--- src/rtl/seg_pkg.sv ---
// rtl/seg_pkg.sv - shared seven-segment constants and hex glyph table
package seg_pkg;

  // All cathodes off (active-low), used for blanking and reset.
  localparam logic [6:0] SEG_BLANK = 7'h7F;

  // Active-low glyphs {g,f,e,d,c,b,a}; entry n is the glyph for hex value n.
  localparam logic [15:0][6:0] SEG_TABLE = {
    7'h0E, 7'h06, 7'h21, 7'h46,   // F E d C
    7'h03, 7'h08, 7'h10, 7'h00,   // b A 9 8
    7'h78, 7'h02, 7'h12, 7'h19,   // 7 6 5 4
    7'h30, 7'h24, 7'h79, 7'h40    // 3 2 1 0
  };

  function automatic logic [6:0] hex_seg(input logic [3:0] value);
    return SEG_TABLE[value];
  endfunction

endpackage

--- src/rtl/seg_scan_if.sv ---
// rtl/seg_scan_if.sv - digit inputs and display pins of the scan driver
interface seg_scan_if #(
  parameter int N_DIGITS = 4
);

  logic                  i_en;
  logic [4*N_DIGITS-1:0] i_digits;
  logic [N_DIGITS-1:0]   i_blink;
  logic [N_DIGITS-1:0]   i_dp;
  logic [N_DIGITS-1:0]   o_an;
  logic [6:0]            o_seg;
  logic                  o_dp;

  // Source of digit data and observer of the display pins.
  modport master (
    output i_en, i_digits, i_blink, i_dp,
    input  o_an, o_seg, o_dp
  );

  // The display driver itself.
  modport slave (
    input  i_en, i_digits, i_blink, i_dp,
    output o_an, o_seg, o_dp
  );

endinterface

--- src/rtl/hex_to_seg.sv ---
// rtl/hex_to_seg.sv - combinational hex nibble to active-low segment decoder
module hex_to_seg
  import seg_pkg::*;
(
  input  logic [3:0] digit,
  output logic [6:0] seg
);

  assign seg = hex_seg(digit);

endmodule

--- src/rtl/seg_scan.sv ---
// rtl/seg_scan.sv - time-multiplexed common-anode seven-segment scan driver
module seg_scan
  import seg_pkg::*;
#(
  parameter int SCAN_DIV     = 100000,
  parameter int N_DIGITS     = 4,
  parameter int BLINK_FRAMES = 100
) (
  input  logic        i_clk,
  input  logic        i_rst_n,
  seg_scan_if.slave   bus
);

  localparam int PRE_W = (SCAN_DIV > 1) ? $clog2(SCAN_DIV) : 1;
  localparam int IDX_W = (N_DIGITS > 1) ? $clog2(N_DIGITS) : 1;
  localparam int FRM_W = (BLINK_FRAMES > 1) ? $clog2(BLINK_FRAMES) : 1;

  logic [PRE_W-1:0]      r_pre;
  logic [IDX_W-1:0]      r_idx;
  logic [FRM_W-1:0]      r_frm;
  logic                  r_phase;
  logic [4*N_DIGITS-1:0] snap_digits;
  logic [N_DIGITS-1:0]   snap_blink;
  logic [N_DIGITS-1:0]   snap_dp;

  logic                  scan_tick;
  logic                  frame_tick;
  logic                  frm_wrap;
  logic [3:0]            cur_digit;
  logic [6:0]            dec_seg;
  logic                  blanked;
  logic [N_DIGITS-1:0]   an_sel;

  assign scan_tick  = (r_pre == PRE_W'(SCAN_DIV - 1));
  assign frame_tick = scan_tick && (r_idx == IDX_W'(N_DIGITS - 1));
  assign frm_wrap   = (r_frm == FRM_W'(BLINK_FRAMES - 1));

  // Select the snapshot fields of the digit currently being scanned.
  always_comb begin
    cur_digit = snap_digits[4*r_idx +: 4];
    blanked   = snap_blink[r_idx] && r_phase;
    an_sel    = ~(N_DIGITS'(1) << r_idx);
  end

  hex_to_seg u_dec (
    .digit (cur_digit),
    .seg   (dec_seg)
  );

  // Prescaler and digit index: dwell SCAN_DIV cycles per digit, then advance.
  always_ff @(posedge i_clk or negedge i_rst_n) begin
    if (!i_rst_n) begin
      r_pre <= '0;
      r_idx <= '0;
    end else begin
      if (scan_tick) begin
        r_pre <= '0;
        r_idx <= (r_idx == IDX_W'(N_DIGITS - 1)) ? '0 : r_idx + 1'b1;
      end else begin
        r_pre <= r_pre + 1'b1;
      end
    end
  end

  // Frame counter and blink phase; phase flips every BLINK_FRAMES frames.
  always_ff @(posedge i_clk or negedge i_rst_n) begin
    if (!i_rst_n) begin
      r_frm   <= '0;
      r_phase <= 1'b0;
    end else if (frame_tick) begin
      if (frm_wrap) begin
        r_frm   <= '0;
        r_phase <= ~r_phase;
      end else begin
        r_frm   <= r_frm + 1'b1;
      end
    end
  end

  // Capture all digit data once per frame so a frame never mixes old and new values.
  always_ff @(posedge i_clk or negedge i_rst_n) begin
    if (!i_rst_n) begin
      snap_digits <= '0;
      snap_blink  <= '0;
      snap_dp     <= '0;
    end else if (frame_tick) begin
      snap_digits <= bus.i_digits;
      snap_blink  <= bus.i_blink;
      snap_dp     <= bus.i_dp;
    end
  end

  // Registered pins: anode and cathodes update on the same edge to avoid ghosting.
  always_ff @(posedge i_clk or negedge i_rst_n) begin
    if (!i_rst_n) begin
      bus.o_an  <= '1;
      bus.o_seg <= SEG_BLANK;
      bus.o_dp  <= 1'b1;
    end else begin
      bus.o_an  <= bus.i_en ? an_sel : '1;
      bus.o_seg <= blanked ? SEG_BLANK : dec_seg;
      bus.o_dp  <= blanked ? 1'b1 : ~snap_dp[r_idx];
    end
  end

endmodule

--- src/flat_wrapper.sv ---
// flat-port wrapper written by rule: the top's interface ports become plain ports
module seg_scan_flat import seg_pkg::*;
#(
  parameter int SCAN_DIV     = 100000,
  parameter int N_DIGITS     = 4,
  parameter int BLINK_FRAMES = 100
)
  (i_clk, i_rst_n, bus_i_en, bus_i_digits, bus_i_blink, bus_i_dp, bus_o_an, bus_o_seg, bus_o_dp);
  seg_scan_if #(.N_DIGITS(N_DIGITS)) bus_i ();
  input  logic i_clk;
  input  logic i_rst_n;
  input wire logic [$bits(bus_i.i_en)-1:0] bus_i_en;
  input wire logic [$bits(bus_i.i_digits)-1:0] bus_i_digits;
  input wire logic [$bits(bus_i.i_blink)-1:0] bus_i_blink;
  input wire logic [$bits(bus_i.i_dp)-1:0] bus_i_dp;
  output wire logic [$bits(bus_i.o_an)-1:0] bus_o_an;
  output wire logic [$bits(bus_i.o_seg)-1:0] bus_o_seg;
  output wire logic [$bits(bus_i.o_dp)-1:0] bus_o_dp;
  assign bus_i.i_en = bus_i_en;
  assign bus_i.i_digits = bus_i_digits;
  assign bus_i.i_blink = bus_i_blink;
  assign bus_i.i_dp = bus_i_dp;
  assign bus_o_an = bus_i.o_an;
  assign bus_o_seg = bus_i.o_seg;
  assign bus_o_dp = bus_i.o_dp;
  seg_scan #(.SCAN_DIV(SCAN_DIV), .N_DIGITS(N_DIGITS), .BLINK_FRAMES(BLINK_FRAMES)) u_core (.i_clk(i_clk), .i_rst_n(i_rst_n), .bus(bus_i));
endmodule
--- config.mk ---
export PLATFORM = sky130hd
export DESIGN_NAME = seg_scan_flat
export DESIGN_NICKNAME = d
export VERILOG_FILES = /design/src/rtl/seg_pkg.sv /design/src/rtl/seg_scan_if.sv /design/src/rtl/hex_to_seg.sv /design/src/rtl/seg_scan.sv /design/src/flat_wrapper.sv
export SDC_FILE = /design/constraint.sdc
export NUM_CORES = 1
export LEC_CHECK = 0
export CAP_MARGIN = 10
export CORE_MARGIN = 1
export CORE_UTILIZATION = 45
export DETAILED_ROUTE_END_ITERATION = 8
export MAX_ROUTING_LAYER = met4
export PLACE_DENSITY = 0.67
export SYNTH_ARGS = -nofsm -noshare
export SYNTH_HDL_FRONTEND = slang
export SYNTH_SLANG_ARGS = --single-unit
--- constraint.sdc ---
create_clock -name i_clk -period 4 [get_ports i_clk]
set_input_delay 0.8 -clock i_clk [delete_from_list [all_inputs] [get_ports i_clk]]
set_output_delay 0.8 -clock i_clk [all_outputs]
set_load 0.05 [all_outputs]
### Yosys cells after proc, flatten, opt, wreduce, memory -nomap -nowiden

Memories as Yosys holds them, arrays and structs flattened.
Cells that the tools add are included.

| cells by class | value |
|---|---|
| add/subtract/negate cells | 3 |
| $lt $le $gt $ge | 2 |
| equality and inequality tests | 3 |
| shifts and indexed selects | 2 |
| muxes and demuxes | 11 |
| bitwise operators | 3 |
| reductions and logical operators | 3 |

Operators by type and width:

| kind | number |
|---|---|
| $mux W7 | 3 |
| $add A17 B1 Y17 const B | 1 |
| $eq A17 B17 Y1 const B | 1 |
| $mux W17 | 1 |
| $shiftx A16 B5 Y4 | 1 |
| $add A7 B1 Y7 const B | 1 |
| $eq A7 B7 Y1 const B | 1 |
| $lt A4 B5 Y1 const B | 1 |
| $bmux W1 S2 | 2 |
| $mux W4 | 1 |
| $not A4 Y4 | 1 |
| $shl A1 B2 Y4 const A | 1 |
| $lt A2 B3 Y1 const B | 1 |
| $mux W1 | 3 |
| $add A2 B1 Y2 const B | 1 |
| $eq A2 B2 Y1 const B | 1 |
| $logic_and A1 B1 Y1 | 2 |
| $mux W2 | 1 |
| $not A1 Y1 | 2 |
| $reduce_and A2 Y1 | 1 |

| storage, ports and cells | value |
|---|---|
| flip-flop bits (word level) | 63 |
| memory bits (read-only) | 112 |
| bits of input ports | 27 |
| output and inout bits | 12 |
| word-level logic and storage cells | 38 |
| memories | 1 |

Memories:

| name | words | width | rd ports | clocked after memory_dff | write ports | line | source |
|---|---|---|---|---|---|---|---|
| (no name shown) | 16 | 7 | 1 | 0 | 0 | seg_pkg.sv:16 | `return SEG_TABLE[value];` |

### Longest topological paths before layout

Gate-level depths: netlist of the first run.

| depth | value |
|---|---|
| word-level depth | 4 |
| depth in mapped cells | 7 |
| mapped depth without buffers | 6 |

### Cells and area by module

A second synthesis of the first run with hierarchy kept.

| second synthesis, totals | value |
|---|---|
| cells, all modules | 248 |
| area, all modules | 3090.5 µm² |

By module, submodules not included:

| module | instances | cells an instance | area each (µm²) | sequential area each (µm²) |
|---|---|---|---|---|
| seg_scan | 1 | 216 | 2815.2 | 1591.5 |
| hex_to_seg | 1 | 32 | 275.3 | 0.0 |

### Least setup slack after synthesis of the first run

No wires, ideal clock.

| timing path | value |
|---|---|
| kind | register -> register |
| from | reg u_core.r_idx[0] |
| to | reg u_core.bus.o_seg[3] |
| setup time | 0.077 ns |
| arrival time | 1.838 ns |
| data required time | 3.923 ns |
| path slack | 2.084 ns |
| cell stages (with the launch flop) | 8 |
| path buffers | 1 |
| period minus slack after synthesis | 1.916 ns |
| cells stage by stage | dfrtp_1 > buf_2 > mux4_2 > inv_1 > ha_1 > mux2i_1 > and3_1 > a31oi_1 |

| on the way | value |
|---|---|
| word-level cells in the longest chain between the ends | 4 |
| elaborated cells between the ends (all ways) | 7 |
| those cells by class | 1 x shift; 4 x mux; 1 x reduce/logical; 1 x memory |

RTL lines:

| item | line | source |
|---|---|---|
| start: declaration | seg_scan.sv:19 | `logic [IDX_W-1:0] r_idx;` |
| start signal: assignment | seg_scan.sv:58 | `r_idx <= (r_idx == IDX_W'(N_DIGITS - 1)) ? '0 : r_idx + 1'b1;` |
| $shiftx A16 B5 Y4 / $bmux W1 S2 (equally long branches) | seg_scan.sv:40, seg_scan.sv:41 |  |
| $mem_v2 Z16 W7 / $mux W1 (equally long branches) | -- |  |
| $mux W7 (implied by the code) / $logic_and A1 B1 Y1 (equally long branches) | seg_pkg.sv:16, seg_scan.sv:41 |  |
| $mux W7 (*) | seg_scan.sv:101 | `bus.o_seg <= blanked ? SEG_BLANK : dec_seg;` |
| end signal: assignment | seg_scan.sv:101 |  |
| end: declaration | seg_scan_if.sv:23 | `output o_an, o_seg, o_dp` |

Mark *: on every way between the ends. The rest lies on a longest branch, timed or not. The select of a mux whose other input is x is not followed.
A chain may end at the register's enable or synchronous reset.

### Worst setup path after layout of the first run

| timing path | value |
|---|---|
| from | reg u_core.bus.o_an[3] |
| to | out bus_o_an[3] |

RTL lines:

| item | line | source |
|---|---|---|
| start: declaration | seg_scan_if.sv:23 |  |
| start signal: assignment | seg_scan.sv:100 | `bus.o_an <= bus.i_en ? an_sel : '1;` |
| end: declaration | flat_wrapper.sv:16 | `output wire logic [$bits(bus_i.o_an)-1:0] bus_o_an;` |

No word-level cell between the ends.

==> results by group, run 1 <==
Run status
  – Status: finished, final reports clean

STA
  – Final setup violation count: 0
  – Setup TNS: 0 ns
  – Worst Tran Pin Value: 0.9429 ns
  – Clk_skew: 0.009411 ns
  – Final Max Slew Viols: 0
  – Setup WS post-layout: 1.557 ns
  – FMAX: 409.3 MHz
  – Minimum clock period: 2.443 ns
  – Worst rel slew slack: 0.3714
  – RSZ-0062 raised after global routing: false
  – Final period util: 0.6108
  – Hold Vio Cnt, Final: 0

Finish
  – Area delta synth->final: 19.43%
  – Antenna Cells: 0
  – Final #Nets: 323
  – Multi-input gate area: 1419 um^2
  – Fill cells: 528
  – Share of cells above drive strength 1: 0.2215
  – FF+latch area: 1592 um^2

Yosys
  – Post-synth top flop: dfrtp_1
  – Number of synthesized flops with an enable pin: 0
  – Synth top area cells: dfrtp_1 (41%), dfstp_2 (10%), mux2_4 (8.7%), ha_1 (4.8%), mux4_2 (4.4%)
  – Asr flop ratio synth: 1.000
  – Mapped Nets: 281
  – Top cells by count, synth: dfrtp_1 (51), mux2_4 (18), nand2_1 (14)
  – Portion of netlist area occupied by mux cells: 0.1798
  – XOR/XNOR Fraction of Synth Area: 0.04514
  – Complex-gate fraction of the synthesized area: 0.04555
  – Mapped cell area: 3104 um^2
  – Adder-cell area share of the yosys netlist: 0.04837
  – Top cell type by total area after synthesis: dfrtp_1
  – Register bit total from synthesis: 63
  – Synthesized instance count: 242
  – Most numerous cell in the Yosys netlist: dfrtp_1
  – Simple-gate area share of the yosys netlist: 0.1383
  – Netlist cell types: 44
  – Largest family of logic cells by synthesized area: multiplexers
  – Mean area per synthesized cell: 12.83 um^2
  – Syn. warnings: 0
  – Sequential fraction of the synthesis area: 0.5127
  – Top-area cell type share of the netlist area: 0.4111

Die
  – Die X: 85.06 um
  – Initial Util: 0.4779
  – Row cnt: 29
  – Die Span Y: 85.06 um
  – I/O pin cnt: 39
  – CORE AREA: 6495 um^2
  – Die Area: 7234 um^2

Global route
  – Grt met1 use: 0.2576
  – Number of global-route vias before repair: 1,940
  – GRT overflow: 0
  – Largest net degree at the start of global routing: 45
  – Initial antenna violation count: 0
  – Most Used Layer, Global Route: met1
  – Gr usage total: 0.1800
  – Wire length of the first global-routing pass: 9.591 mm
  – Met2 Track Usage GR: 0.2390
  – M3 GR Usage: 0.05739

Clock tree
  – Clock Tree Buf Depth: 2
  – # H-tree levels: 3
  – Reg clk slew, reported paths: 0.07 ns
  – Inserted Clock Buffers: 9
  – Hold buffers post-CTS: 0
  – Sink Count: 63
  – Skew-Pair Late Insertion Delay: 0.33 ns
  – CTS tree: built
  – Post-CTS Setup Repair Bufs: 0
  – Cts repair resizes: 0
  – CTS Root Cell: clkbuf_8

Route
  – Post-DR vias/cell: 5.451
  – Via count: 1,995
  – Routed wire length: 5.597 mm
  – DRT Pass-1 Iters: 4
  – ANT nets after route: 0
  – Initial DRC Count: 116
  – Average wire per standard cell: 15.29 um
  – DRC viols: 0

Placed design
  – Detailed placement HPWL: 3.919 mm
  – Port bufs: 38
  – RePlAce Congestion: 0.8643
  – Placement Setup Slack: 1.768 ns

Critical path
  – Peak per-stage delay on the critical path: 0.80 ns
  – CP Buf/Inv Count: 1
  – CP arrival: 1.64 ns
  – Crit path launch type: flop
  – CP top delay family: buffers and inverters
  – Worst endpoint required time: 3.20 ns
  – Worst path slowest cell: clkdlybuf4s50_1
  – Critical path fanouts, max: 1
  – Worst-path cell chain: clkdlybuf4s50_1
  – Crit Path Class: reg -> out
  – CP endpoint kind: output port

Pwr
  – Pwr dens: 348.6 nW/um^2
  – Maximum vdd drop: 0.1456 mV
  – Pleak: 1.647 nW

Job
  – Max cap viols: 0

Worst hold path
  – Hold Path Class: reg -> reg
-- flip-flops by register name, summed over array words and instances, names as in the netlist --
signal	cells
u_core.snap_digits	16
u_core.r_frm	7
u_core.r_phase	1
u_core.snap_dp	4
u_core.bus.o_an	4
u_core.r_pre	17
u_core.bus.o_seg	7
u_core.r_idx	2
u_core.snap_blink	4
u_core.bus.o_dp	1
-- final timing paths --
| kind | startpoint | end | slack (ns) | cells after the start |
|---|---|---|---|---|
| max | u_core.bus.o_an[3] | bus_o_an[3] | 1.56 | 1 |
| max reg2reg | u_core.r_idx[0] | u_core.bus.o_seg[3] | 1.77 | 6 |
| min reg2reg | u_core.r_phase | u_core.r_phase | 0.48 | 1 |
| min in group asynchronous | i_rst_n | u_core.r_pre[6] | 0.62 | 1 |
| min | u_core.r_phase | u_core.r_phase | 0.48 | 1 |
| max in group asynchronous | i_rst_n | u_core.bus.o_seg[5] | 2.52 | 2 |
-- cells in the final DEF, fill, tap and decap left out, types with 3 or more instances in the layout --
master           count
nor3_1               5
mux4_2               6
dfstp_2             12
nand3_1             10
and3_1               6
mux2_4              18
inv_1               10
clkbuf_1             4
xor2_1               7
clkbuf_8            12
o221ai_1             4
clkdlybuf4s50_1     37
nand2_1             14
o21ai_0              6
a21oi_1              3
xnor2_1              9
dfrtp_1             51
nor2b_1              3
nand4_1              6
nor2_1              12
ha_1                12
mux2i_1              4
nor4_1               4
mux2_2              10
-- metal layers --
| layer | vias up | wire length (um) |
|---|---|---|
| met5 | - | 0 |
| met4 | 0 | 57 |
| met3 | 6 | 376 |
| met2 | 60 | 2387 |
| met1 | 974 | 2775 |
| li1 | 955 | - |
-- cell families after synthesis --
group                    count (synthesis)
AND/OR/NAND/NOR                         74
flip-flops                              63
multiplexers                            38
AO/OA/AOI/OAI                           21
buffers and inverters                   18
XOR/XNOR                                16
adder cells (fa/ha/maj)                 12
-- power by group --
group | switching, W | leakage, nW | internal, W | total [W]
sequential | 0.00000844 | 0.768 | 0.000662 | 0.000671
combinational | 0.0000631 | 0.788 | 0.0000616 | 0.000125
clock | 0.000220 | 0.0910 | 0.000277 | 0.000497
total | 0.000291 | 1.65 | 0.00100 | 0.00129
-- per-stage QoR --
step	hold slack, ns	cells	utilization	area [um^2]	total power [W]
floorplan	0.4454	242	-	3104	0.0007478
global placement	0.4659	350	0.5431	3527	0.0008066
detailed placement	0.4678	350	0.5431	3527	0.0008081
CTS	0.4816	366	0.5708	3707	0.001315
global route	0.5024	366	0.5708	3707	0.001353
finish	0.4758	366	0.5708	3707	0.001292
-- layout make-up --
cell class                      instances  area share
Multi-Input combinational cell        161      0.3827
Timing Repair Buffer                   39      0.1033
Clock buffer                           16     0.04860
Tap cell                               77     0.02599
Inverter                               10     0.01012
Sequential cell                        63      0.4293
Power figures use the tool's default switching activity.
==> inputs of run 2 (changes only) <==
clock period = 2.4 ns   (was 4 ns; I/O delays follow)
==> run 2 against run 1 <==
Compared with the run above: routed wire length decreased by 2.7%; register-to-register slack got worse by 1.5 ns; via count decreased by 0.90%; power increased by 66%; clock skew decreased by 0.0020 ns.
==> results by group, run 2 (synthesized netlist as in run 1, its figures left out) <==
Run status
  – Status: finished, final reports clean

Clock tree
  – # H-tree levels: 3
  – Cts repair resizes: 0
  – CTS Root Cell: clkbuf_8
  – CTS tree: built
  – Hold buffers post-CTS: 0
  – Skew-Pair Late Insertion Delay: 0.33 ns
  – Inserted Clock Buffers: 9
  – Clock Tree Buf Depth: 2
  – Sink Count: 63
  – Reg clk slew, reported paths: 0.07 ns
  – Post-CTS Setup Repair Bufs: 0

Route
  – Post-DR vias/cell: 5.343
  – Initial DRC Count: 90
  – Via count: 1,977
  – ANT nets after route: 0
  – DRC viols: 0
  – Routed wire length: 5.446 mm
  – Average wire per standard cell: 14.72 um
  – DRT Pass-1 Iters: 4

Finish
  – Final #Nets: 327
  – Largest reg by FF count: u_core.r_pre
  – Final Util: 0.5766
  – Fill cells: 510
  – Final Cell Area: 3745 um^2
  – FF+latch area: 1592 um^2
  – Number of flip-flops under the largest register name: 17
  – Area delta synth->final: 20.64%
  – Most common cell after layout, fill and taps aside: dfrtp_1
  – Most frequent cells in the layout: dfrtp_1 (51), clkdlybuf4s50_1 (37), mux2_4 (18)
  – Share of cells above drive strength 1: 0.2423
  – Top flop regs: u_core.r_pre x17, u_core.snap_digits x16
  – Multi-input gate area: 1419 um^2
  – Antenna Cells: 0

Die
  – CORE AREA: 6495 um^2
  – I/O pin cnt: 39
  – Die Area: 7234 um^2
  – Row cnt: 29
  – Die X: 85.06 um
  – Die Span Y: 85.06 um
  – Initial Util: 0.4779

Critical path
  – Worst endpoint required time: 1.92 ns
  – CP arrival: 1.65 ns
  – CP top delay family: buffers and inverters
  – Worst-path cell chain: clkdlybuf4s50_1
  – Peak per-stage delay on the critical path: 0.80 ns
  – Crit path launch type: flop
  – Crit Path Class: reg -> out
  – CP Buf/Inv Count: 1
  – Critical path fanouts, max: 1
  – Worst path slowest cell: clkdlybuf4s50_1
  – CP endpoint kind: output port

STA
  – Final Max Slew Viols: 0
  – Clk_skew: 0.007373 ns
  – Minimum clock period: 2.133 ns
  – RSZ-0062 raised after global routing: false
  – Setup TNS: 0 ns
  – FMAX: 468.8 MHz
  – Hold Slack: 0.1556 ns
  – Final period util: 0.8888
  – Hold Vio Cnt, Final: 0
  – Setup WS post-layout: 0.2669 ns
  – Worst Tran Pin Value: 0.5745 ns
  – Final setup violation count: 0
  – Worst rel slew slack: 0.6156

Global route
  – Largest net degree at the start of global routing: 64
  – Wire length of the first global-routing pass: 9.397 mm
  – Gr usage total: 0.1748
  – GRT overflow: 0
  – Initial antenna violation count: 0
  – Number of global-route vias before repair: 1,982

Pwr
  – Sw Share: 0.2369
  – P_int: 0.001633 W
  – Flop pwr share: 0.522
  – Maximum vdd drop: 0.2729 mV
  – Combinational Power Share: 0.099
  – Net Sw Power: 0.0005070 W
  – Pleak: 1.676 nW
  – Pwr dens: 571.4 nW/um^2
  – Clock share of power: 0.379

Placed design
  – Port bufs: 38
  – RePlAce Congestion: 0.9234
  – Placement Setup Slack: 0.2925 ns
  – Placed instance area: 3570 um^2
  – Detailed placement HPWL: 3.708 mm

Job
  – Max cap viols: 0

Worst hold path
  – Hold Path Class: in -> async
[run 2: changes by cell type in the layout (fill, tap and decap cells not counted), sizes merged]
cell | previous run | this run
buf | 2 | 6
clkbuf | 16 | 12
clkinv | 0 | 4
[run 2: final cells by class]
type                    count  share of cell area
clock buffers              12             0.04143
clock inverters             4            0.005346
inverters                  10             0.01002
multi-input cells         161              0.3789
flip-flops and latches     63              0.4250
well taps                  77             0.02573
repair buffers             43              0.1136
[run 2: metrics by stage]
step | cells | power, W
finish | 370 | 0.002140
global route | 370 | 0.002243
CTS | 370 | 0.002167
detailed placement | 354 | 0.001348
global placement | 354 | 0.001347
floorplan | 242 | 0.001246
[run 2: power groups by stage]
| stage | combinational, W | clock, W | sequential (W) |
|---|---|---|---|
| after floorplan | 0.0000674 | 0 | 0.00118 |
| after global placement | 0.000212 | 0 | 0.00114 |
| after detailed placement | 0.000213 | 0 | 0.00114 |
| after CTS | 0.000215 | 0.000836 | 0.00112 |
| after global routing | 0.000228 | 0.000896 | 0.00112 |
| final | 0.000212 | 0.000812 | 0.00112 |
[run 2: final timing paths]
kind / start / endpoint / slack [ns] / cells past startpoint
worst max-delay path: u_core.bus.o_an[3] / bus_o_an[3] / 0.27 / 1
worst min-delay path: i_rst_n / u_core.r_pre[14] / 0.16 / 2
worst max register to register: u_core.r_idx[0] / u_core.bus.o_seg[3] / 0.28 / 6
worst min register to register: u_core.r_phase / u_core.r_phase / 0.48 / 1
max in group asynchronous: i_rst_n / u_core.bus.o_seg[0] / 1.93 / 2
min in group i_clk: u_core.r_phase / u_core.r_phase / 0.48 / 1
[run 2: metal layers]
metal	track usage	wire, um
met1	0.2335	2772
met2	0.2522	2374
met3	0.03599	206
met4	0.09091	93
met5	-	0
==> inputs of run 3 (changes only) <==
CORE_UTILIZATION = 30   (was 45)
HOLD_SLACK_MARGIN = 0.15   (was default)
PLACE_DENSITY = default   (was 0.67)
==> run 3 against run 2 <==
Compared with the run above: die area increased by 49%; sequential power about the same; non-clock buffer count unchanged; routed wire length increased by 12%; via count increased by 1.7%; clock-buffer cell count decreased by 1; flip-flop and latch count unchanged; power increased by 21%; sequential share of layout area decreased by 2.0 points; maximum frequency decreased by 0.79%.
==> results by group, run 3 (synthesized netlist as in run 1, its figures left out) <==
Global route
  – Number of global-route vias before repair: 2,132
  – Wire length of the first global-routing pass: 10.45 mm
  – Largest net degree at the start of global routing: 64
  – GRT overflow: 0
  – Initial antenna violation count: 0
  – Gr usage total: 0.1287

Die
  – Die Area: 10,760 um^2
  – Die Span Y: 103.7 um
  – I/O pin cnt: 39
  – CORE AREA: 9910 um^2
  – Row cnt: 36
  – Initial Util: 0.3133
  – Die X: 103.7 um

Critical path
  – Crit path launch type: flop
  – Worst endpoint required time: 1.92 ns
  – Crit Path Class: reg -> out
  – FF-to-FF setup slack: 0.38 ns
  – Worst r2r src: u_core.r_idx[0]
  – Critical path fanouts, max: 1
  – CP top delay family: buffers and inverters
  – CP endpoint kind: output port
  – FF-to-FF End: u_core.bus.o_seg[3]
  – Worst path slowest cell: clkdlybuf4s50_1
  – Reg2reg path depth: 6
  – CP arrival: 1.67 ns
  – Worst-path cell chain: clkdlybuf4s50_1
  – CP Buf/Inv Count: 1
  – Peak per-stage delay on the critical path: 0.79 ns

STA
  – Final period util: 0.8959
  – Final setup violation count: 0
  – Final Max Slew Viols: 0
  – FMAX: 465.1 MHz
  – Hold Slack: 0.4954 ns
  – RSZ-0062 raised after global routing: false
  – Setup TNS: 0 ns
  – Hold Vio Cnt, Final: 0
  – Clk_skew: 0.01092 ns
  – Minimum clock period: 2.150 ns
  – Worst rel slew slack: 0.5413
  – Worst Tran Pin Value: 0.6818 ns

Pwr
  – Combinational Power Share: 0.082
  – Sw Share: 0.2064
  – Maximum vdd drop: 0.2687 mV
  – Pwr dens: 660.3 nW/um^2
  – Net Sw Power: 0.0005362 W
  – P_int: 0.002061 W
  – Pleak: 1.722 nW
  – Flop pwr share: 0.430
  – Clock share of power: 0.488

Run status
  – Status: finished, final reports clean

Clock tree
  – # H-tree levels: 3
  – CTS Root Cell: clkbuf_8
  – Cts repair resizes: 0
  – Sink Count: 63
  – Skew-Pair Late Insertion Delay: 0.34 ns
  – CTS tree: built
  – Clock Tree Buf Depth: 2
  – Reg clk slew, reported paths: 0.07 ns
  – Inserted Clock Buffers: 9

Finish
  – Antenna Cells: 0
  – Number of flip-flops under the largest register name: 17
  – Fill cells: 936
  – Most common cell after layout, fill and taps aside: dfrtp_1
  – Most frequent cells in the layout: dfrtp_1 (51), clkdlybuf4s50_1 (37), mux2_4 (18)
  – Top flop regs: u_core.r_pre x17, u_core.snap_digits x16
  – Final #Nets: 327
  – Final Util: 0.3970
  – Area delta synth->final: 26.72%
  – Largest reg by FF count: u_core.r_pre
  – Share of cells above drive strength 1: 0.2423

Route
  – Routed wire length: 6.079 mm
  – DRC viols: 0
  – ANT nets after route: 0
  – Average wire per standard cell: 14.27 um
  – Initial DRC Count: 85
  – Post-DR vias/cell: 4.718
  – Via count: 2,010
  – DRT Pass-1 Iters: 6

Placed design
  – RePlAce Congestion: 0.8294
  – Detailed placement HPWL: 4.202 mm
  – Port bufs: 38

Worst hold path
  – Hold path cells: 1
  – Hold endpoint: u_core.r_phase
  – Hold Path Class: reg -> reg
  – Hold Path Origin: u_core.r_phase

Job
  – Max cap viols: 0
[run 3: what timing repair did]
item                                    CTS  global route
buffers inserted                          0             0
endpoints found under the setup margin    0             0
endpoints found under the hold margin     0             3
hold buffers                              0             1
[run 3: how the worst max path moves through the flow]
stage	from	end	slack, ns	depth (start not counted)
floorplan	u_core.r_idx[0]	u_core.bus.o_seg[3]	0.48	7
finish	u_core.bus.o_an[3]	bus_o_an[3]	0.25	1
global route	u_core.r_idx[0]	u_core.bus.o_seg[3]	0.17	6
CTS	u_core.bus.o_an[3]	bus_o_an[3]	0.23	1
global placement	u_core.r_idx[0]	u_core.bus.o_seg[3]	0.44	6
detailed placement	u_core.r_idx[0]	u_core.bus.o_seg[3]	0.37	6
[run 3: power groups by stage]
stage / logic [W] / clock network (W) / registers (W)
finish: 0.000213 / 0.00127 / 0.00112
global route: 0.000231 / 0.00136 / 0.00112
detailed placement: 0.000214 / 0 / 0.00114
CTS: 0.000215 / 0.00130 / 0.00112
global placement: 0.000214 / 0 / 0.00114
floorplan: 0.0000674 / 0 / 0.00118
[run 3: area by class of cell]
class | instances | area [um^2] | share of cell area
Multi-Input combinational cell | 161 | 1419 | 0.3607
Clock inverter | 5 | 127.6 | 0.03244
Clock buffer | 11 | 151.4 | 0.03849
Sequential cell | 63 | 1592 | 0.4046
Inverter | 10 | 37.54 | 0.009542
Timing Repair Buffer | 43 | 440.4 | 0.1120
Tap cell | 133 | 166.4 | 0.04230
[run 3: stage by stage]
| stage | cell area (um^2) | power [W] | instances | setup slack (ns) |
|---|---|---|---|---|
| after floorplan | 3104 | 0.001246 | 242 | 0.4843 |
| after CTS | 3924 | 0.002635 | 425 | 0.2343 |
| after detailed placement | 3645 | 0.001351 | 409 | 0.3666 |
| after global placement | 3645 | 0.001351 | 409 | 0.4416 |
| final | 3934 | 0.002597 | 426 | 0.2499 |
| after global routing | 3934 | 0.002711 | 426 | 0.1657 |
[run 3: routing by layer]
metal | vias up | routed length, um | track usage
met5 | - | 0 | -
li1 | 964 | - | -
met2 | 51 | 2850 | 0.1956
met4 | 0 | 118 | 0.06122
met1 | 984 | 2840 | 0.1550
met3 | 11 | 270 | 0.04154
